===== config.mk =====
export PLATFORM = sky130hd
export DESIGN_NAME = fwd_operand_mux_reg
export DESIGN_NICKNAME = d
export VERILOG_FILES = /design/src/rtl/fwd_pkg.sv /design/src/rtl/nway_mux.sv /design/src/rtl/fwd_operand_mux_reg.sv
export SDC_FILE = /design/constraint.sdc
export NUM_CORES = 1
export LEC_CHECK = 0
export ABC_AREA = 1
export CORE_MARGIN = 5
export CORE_UTILIZATION = 30
export DETAILED_ROUTE_END_ITERATION = 10
export GPL_TIMING_DRIVEN = 0
export HOLD_SLACK_MARGIN = 0.15
export PLACE_DENSITY = 0.77
export SYNTH_ARGS = -nofsm -noshare
export SYNTH_HDL_FRONTEND = slang
export SYNTH_SLANG_ARGS = --single-unit

===== constraint.sdc =====
create_clock -name clk -period 1.5 [get_ports clk]
set_input_delay 0.15 -clock clk [delete_from_list [all_inputs] [get_ports clk]]
set_output_delay 0.15 -clock clk [all_outputs]
set_load 0.01 [all_outputs]

===== src/rtl/fwd_pkg.sv =====
`default_nettype none
// ============================================================================
//  Package     : fwd_pkg
//  Description : Shared constants and helpers for the operand-forwarding
//                selector: out-of-range policy codes, select-width helper
//                and the canonical forwarding source indices.
//  Revision    : 1.0 - initial release
// ============================================================================
package fwd_pkg;

    // Out-of-range select policy codes
    localparam int OOR_ZERO = 0;   // out-of-range load drives zero
    localparam int OOR_HOLD = 1;   // out-of-range load keeps previous operand

    // Canonical forwarding source indices
    localparam int SRC_RF    = 0;
    localparam int SRC_EXMEM = 1;
    localparam int SRC_MEMWB = 2;
    localparam int SRC_WB    = 3;
    localparam int SRC_IMM   = 4;

    // Select width for n sources; a 2-way mux still needs one select bit
    function automatic int sel_width(input int n);
        int w;
        w = $clog2(n);
        if (w < 1) begin
            w = 1;
        end
        return w;
    endfunction

endpackage : fwd_pkg
`default_nettype wire


===== src/rtl/nway_mux.sv =====
`default_nettype none
// ============================================================================
//  Module      : nway_mux
//  Description : Combinational N-way word selector over a flattened bus.
//                Flags selects that address a non-existent source and
//                drives zero in that case.
//  Revision    : 1.0 - initial release
// ============================================================================
module nway_mux
    import fwd_pkg::*;
#(
    parameter  int WIDTH = 32,
    parameter  int N_SRC = 5,
    localparam int SEL_W = sel_width(N_SRC)
) (
    input  logic [SEL_W-1:0]       sel,
    input  logic [N_SRC*WIDTH-1:0] in_bus,
    output logic [WIDTH-1:0]       data,
    output logic                   oor
);

    logic w_oor;

    // A power-of-two source count covers every select code, so no range check
    generate
        if (N_SRC == (1 << SEL_W)) begin : g_full_range
            assign w_oor = 1'b0;
        end else begin : g_partial_range
            localparam logic [SEL_W:0] c_n_src = N_SRC[SEL_W:0];
            assign w_oor = ({1'b0, sel} >= c_n_src);
        end
    endgenerate

    // Select the addressed word; nothing matches when out of range, leaving zero
    always_comb begin
        data = '0;
        for (int k = 0; k < N_SRC; k++) begin
            if (sel == k[SEL_W-1:0]) begin
                data = in_bus[k*WIDTH +: WIDTH];
            end
        end
    end

    assign oor = w_oor;

endmodule : nway_mux
`default_nettype wire


===== src/rtl/fwd_operand_mux_reg.sv =====
`default_nettype none
// ============================================================================
//  Module      : fwd_operand_mux_reg
//  Description : Operand-forwarding selector with a registered output stage.
//                Supports valid/stall/flush, out-of-range select detection
//                with a zero-or-hold fallback, a one-cycle error flag and a
//                saturating error counter.
//  Revision    : 1.0 - initial release
// ============================================================================
module fwd_operand_mux_reg
    import fwd_pkg::*;
#(
    parameter  int WIDTH    = 32,
    parameter  int N_SRC    = 5,
    parameter  int OOR_MODE = 0,
    parameter  int CNT_W    = 8,
    localparam int SEL_W    = sel_width(N_SRC)
) (
    input  logic                   clk,
    input  logic                   reset,
    input  logic [SEL_W-1:0]       sel,
    input  logic [N_SRC*WIDTH-1:0] in_bus,
    input  logic                   in_valid,
    input  logic                   stall,
    input  logic                   flush,
    output logic [WIDTH-1:0]       out_data,
    output logic                   out_valid,
    output logic                   out_sel_err,
    output logic [CNT_W-1:0]       err_count
);

    logic [WIDTH-1:0] w_mux_data;
    logic             w_oor;
    logic [WIDTH-1:0] w_load_data;

    logic [WIDTH-1:0] r_out_data;
    logic             r_out_valid;
    logic             r_sel_err;
    logic [CNT_W-1:0] r_err_count;

    nway_mux #(
        .WIDTH (WIDTH),
        .N_SRC (N_SRC)
    ) u_mux (
        .sel    (sel),
        .in_bus (in_bus),
        .data   (w_mux_data),
        .oor    (w_oor)
    );

    // Operand to load: the mux already yields zero when out of range, so only
    // the hold policy needs to substitute the current register contents
    always_comb begin
        w_load_data = w_mux_data;
        if (w_oor && (OOR_MODE == OOR_HOLD)) begin
            w_load_data = r_out_data;
        end
    end

    // Output stage: reset > flush > stall > load; invalid loads do not check sel
    always_ff @(posedge clk) begin
        if (reset) begin
            r_out_data  <= '0;
            r_out_valid <= 1'b0;
            r_sel_err   <= 1'b0;
            r_err_count <= '0;
        end else if (flush) begin
            r_out_data  <= '0;
            r_out_valid <= 1'b0;
            r_sel_err   <= 1'b0;
        end else if (!stall) begin
            r_out_valid <= in_valid;
            if (in_valid) begin
                r_out_data <= w_load_data;
                r_sel_err  <= w_oor;
                if (w_oor && (r_err_count != {CNT_W{1'b1}})) begin
                    r_err_count <= r_err_count + 1'b1;
                end
            end else begin
                r_sel_err <= 1'b0;
            end
        end
    end

    assign out_data    = r_out_data;
    assign out_valid   = r_out_valid;
    assign out_sel_err = r_sel_err;
    assign err_count   = r_err_count;

endmodule : fwd_operand_mux_reg
`default_nettype wire


# == After elaboration in Yosys (flattened, before gate mapping) ==
# Cells that the tools add are included.
# classes
bitwise,2
magnitude_cmp,1
eq_ne,5
addsub,1
n_reduce_logical,5
mux,6
# ops
cell,count
two-way mux 32 bit,5
"adder 8 x 1 -> 8 bit, second input constant",1
"inequality test 8 bit, second input constant",1
"equality test 3 x 2 -> 1 bit, second input constant",2
AND reduction 4 bit,1
"equality test 3 x 1 -> 1 bit, second input constant",1
"equality test 3 bit, second input constant",1
"greater-or-equal comparator 3 bit, second input constant",1
logical NOT 3 bit,1
inverter 1 bit,2
AND reduction 2 bit,1
OR reduction 2 bit,1
logical AND 1 bit,1
two-way mux 1 bit,1
# totals
out_inout_bits,42
in_bits,168
regBits,42

# == Logic depth before layout (Yosys ltp) ==
# depth
depth_word,6
mapped_depth,10
depth_no_buf,8

# == Cells and area by module ==
# A second synthesis with hierarchy kept.
# unflattened
hier_cells,536
hier_area_um2,3046.7
# by_module_without_submodules
module,area_per_inst_um2,cells_per_inst,n_inst
fwd_operand_mux_reg,1642.8,214,1
nway_mux,1403.8,322,1

# == Worst setup path before layout ==
# OpenSTA, ideal clock, no wires.
# synth_timing
path_type,reg2reg
start,"register r_err_count[0], in the netlist err_count[0]"
end,"register r_err_count[5], in the netlist err_count[5]"
period_less_slack_ps,1453
path_slack_ps,47
arrival_time_ps,1383
path_stages_with_launch,8
path_cell_list,dfxtp_1 ha_1 nand3_1 nor3_2 inv_1 nand2_1 nand2_1 a21oi_1
# synth_between
elab_chain_cells,3
# synth_rtl
element,line,text
start: declaration,fwd_operand_mux_reg.sv:39,logic [CNT_W-1:0] r_err_count;
start signal: assignment,fwd_operand_mux_reg.sv:77,r_err_count <= r_err_count + 1'b1;
branches (longest 3 deep; another with adder 8 x 1 -> 8 bit),--,
# Parallel ways; which one is timed is not known.
# A chain may end at the register's enable or synchronous reset.

# == Worst setup path in the final report ==
# layout_timing
start,"register r_err_count[7], in the netlist err_count[7]"
end,output err_count[7]
# layout_lines
element,line,text
end: declaration,fwd_operand_mux_reg.sv:29,output logic [CNT_W-1:0] err_count
# No word-level cell between the ends.

==> impl_metrics.ini <==
[outcome]
outcome = completed

[power]
power.leakage_nw = 2.53
p_per_area_mw_per_mm2 = 547
ir_worst_vdd_mv = 0.370

[critical_path]
arrival_ps = 1270
worst-path-max-fanout = 5
cpMaxStageDelayCell = clkdlybuf4s50_1
timing.rr.start = err_count[0]
end_kind = primary output
critical_path_class = flip-flop to primary output
rrSetupSlack_ps = 130
worst_r2r_path_depth = 7
path_delay_family = buffers and inverters
critPathBufInv = 1
r2r_end = err_count[4]
cp_cell_sequence = clkdlybuf4s50_1
critPathLaunchType = flip-flop
critPathMaxStageDelay_ps = 570
critPathRequiredTime_ps = 1350

[sta]
finalClockSkew_ps = 0.709
hold_viol_final = 0
worst_slew_pin_slew_ps = 480
rsz0062_at_grt = no
fmax_mhz = 706
period_share_pct = 94.5
fin_hold_ws_ps = 239
setup_viol_count_final = 0
period_needed_ps = 1420
slew_headroom_pct = 68.0
layout_setup_ws_ps = 82.9
drv_slew = 0

[logic_synthesis]
avgSynthCellArea_sq_um = 5.50
yosys_warnings = 0
yosys.area.top_type = dfxtp_1
synth_top_area_share_pct = 26.5
async_reset_ff_share_pct = 0
synth_area_leaders = dfxtp_1, nand2_1, nand3_1, nor2_1, inv_1
synth_flop_cell = dfxtp_1
synth_area_sq_mm = 0.00317
synth_seq_cells = 42
synth_edf_count = 0
synthTopCellsByCount = nand2_1, nor2_1, inv_1, nand3_1, dfxtp_1
syn-num-nets = 745
synth_cell_types = 23
yosysMostFrequentCell = nand2_1
ys_seq_area_share_pct = 26.5
synthCells = 576

[detailed_routing]
drtAntennaViolNets = 0
drc = 0
first_iter_violations = 223
viasPerCell = 4.47
drt-total-wl_um = 12500
first_pass_iters = 4
wire_per_inst_um = 13.5
dr_total_vias = 4142

[clock_network]
cts_root_buf = clkbuf_8
clkSinkCount = 42
clk_pin_slew_worst_paths_ps = 90
cts_tree = built
clock_latency_ps = 290
h-tree-depth = 2
numCtsBuffers = 5
clock_path_buffers = 2

[finish]
layout.nets = 958
layout-drive-gt1-share_pct = 7.34
synthToLayoutAreaGrowth_pct = 75.5
seqCellArea_sq_um = 852
multiInputGateArea_sq_mm = 0.00189
insertedDiodeCount = 0
fillers = 1069

[placed_design]
dp_slack_ps = -489
dpl.hpwl_um = 10000
port_buffers = 206
finalWeightedCongestion = 0.840

[global_route]
busiest_layer = met2
antenna_found_initial = 0
grt_overflow = 0
gr-usage-met2_pct = 32.9
first_global_vias = 4018
grtUsageMet1_pct = 23.5
grt_pass1_wl_um = 19700
track_usage_pct = 18.9
grt_max_degree = 16
met3_usage_pct = 4.22

[floorplan]
ioPinCount = 210
dieHeight_um = 113
die_w_um = 113
initial_core_util_pct = 30.7
coreArea_sq_mm = 0.0103
row_count = 37
die_area_sq_mm = 0.0127

[worst_hold_path]
hold_start = reset
min_to = err_count[5]
hold_class = input port to flip-flop
whs_path_depth = 2

[job]
drv_cap = 0
-- cell families after synthesis --
group / share of synthesized area (%)
AND/OR/NAND/NOR: 47.9
buffers and inverters: 14.7
AO/OA/AOI/OAI: 9.64
flip-flops: 26.5
XOR/XNOR: 0.830
adder cells (fa/ha/maj): 0.395
-- report_power, final --
group | internal [mW] | total [mW] | switching, mW
logic | 0.554 | 0.931 | 0.376
clock network | 0.508 | 0.962 | 0.454
registers | 1.14 | 1.15 | 0.0128
total | 2.20 | 3.04 | 0.843
-- final cells by class --
| type | count | area share (%) |
|---|---|---|
| timing repair buffer | 206 | 37.0 |
| multi-input combinational | 427 | 33.9 |
| sequential | 42 | 15.3 |
| inverter | 73 | 4.93 |
| buffer | 34 | 3.62 |
| tap | 136 | 3.06 |
| clock buffer | 5 | 1.24 |
| clock inverter | 3 | 0.878 |
-- state kept, by name, summed over array words and instances (netlist names) --
signal       flops
err_count        8
out_data        32
out_sel_err      1
out_valid        1
-- metal layers --
layer,vias up,share of wire [%],routed length [um]
met3,20,8.1,1010
met2,147,48,5980
met4,0,2.5,311
met1,1769,42,5240
li1,2206,-,-
met5,-,0,0
-- placed cells by master (no fill, tap or decap), drive strengths merged, types with 2 or more instances in the layout --
master | Yosys | layout
nor3 | 3 | 3
a21oi | 27 | 27
nand4 | 16 | 16
nor2 | 77 | 77
nand2 | 209 | 209
inv | 73 | 74
clkdlybuf4s50 | 0 | 205
xor2 | 2 | 2
dfxtp | 42 | 42
o21ai | 34 | 34
buf | 23 | 24
clkbuf | 11 | 16
nand3 | 56 | 56
-- repair_timing --
item                                    CTS  global route
pin swaps                                 1             1
hold buffers                              0             0
buffers inserted                          0             0
cloned                                    0             0
endpoints found under the setup margin   40            42
resized for setup                        12            17
-- metrics by stage --
step / utilization (%) / setup TNS, ps / cell area (sq um) / total power [mW] / instances
2_1_floorplan: - / 0 / 3170 / 1.52 / 576
3_3_place_gp: 52.3 / -15030 / 5400 / 2.10 / 918
3_5_place_dp: 52.3 / -15870 / 5400 / 2.11 / 918
4_1_cts: 53.7 / -12.0 / 5540 / 3.07 / 926
5_1_grt: 53.8 / 0 / 5560 / 3.23 / 926
6_report: 53.8 / 0 / 5560 / 3.04 / 926
-- how the worst max path moves through the flow --
| stage | depth (start not counted) | slack (ps) | start | to |
|---|---|---|---|---|
| after detailed placement | 10 | -490 | sel[0] | out_data[26] |
| final | 1 | 80 | err_count[7] | err_count[7] |
| after global placement | 10 | -470 | sel[0] | out_data[26] |
| after floorplan | 7 | 50 | err_count[0] | err_count[5] |
| after CTS | 1 | -10 | err_count[2] | err_count[2] |
| after global routing | 1 | 9 | err_count[7] | err_count[7] |
(Power assumes the default switching activity.)
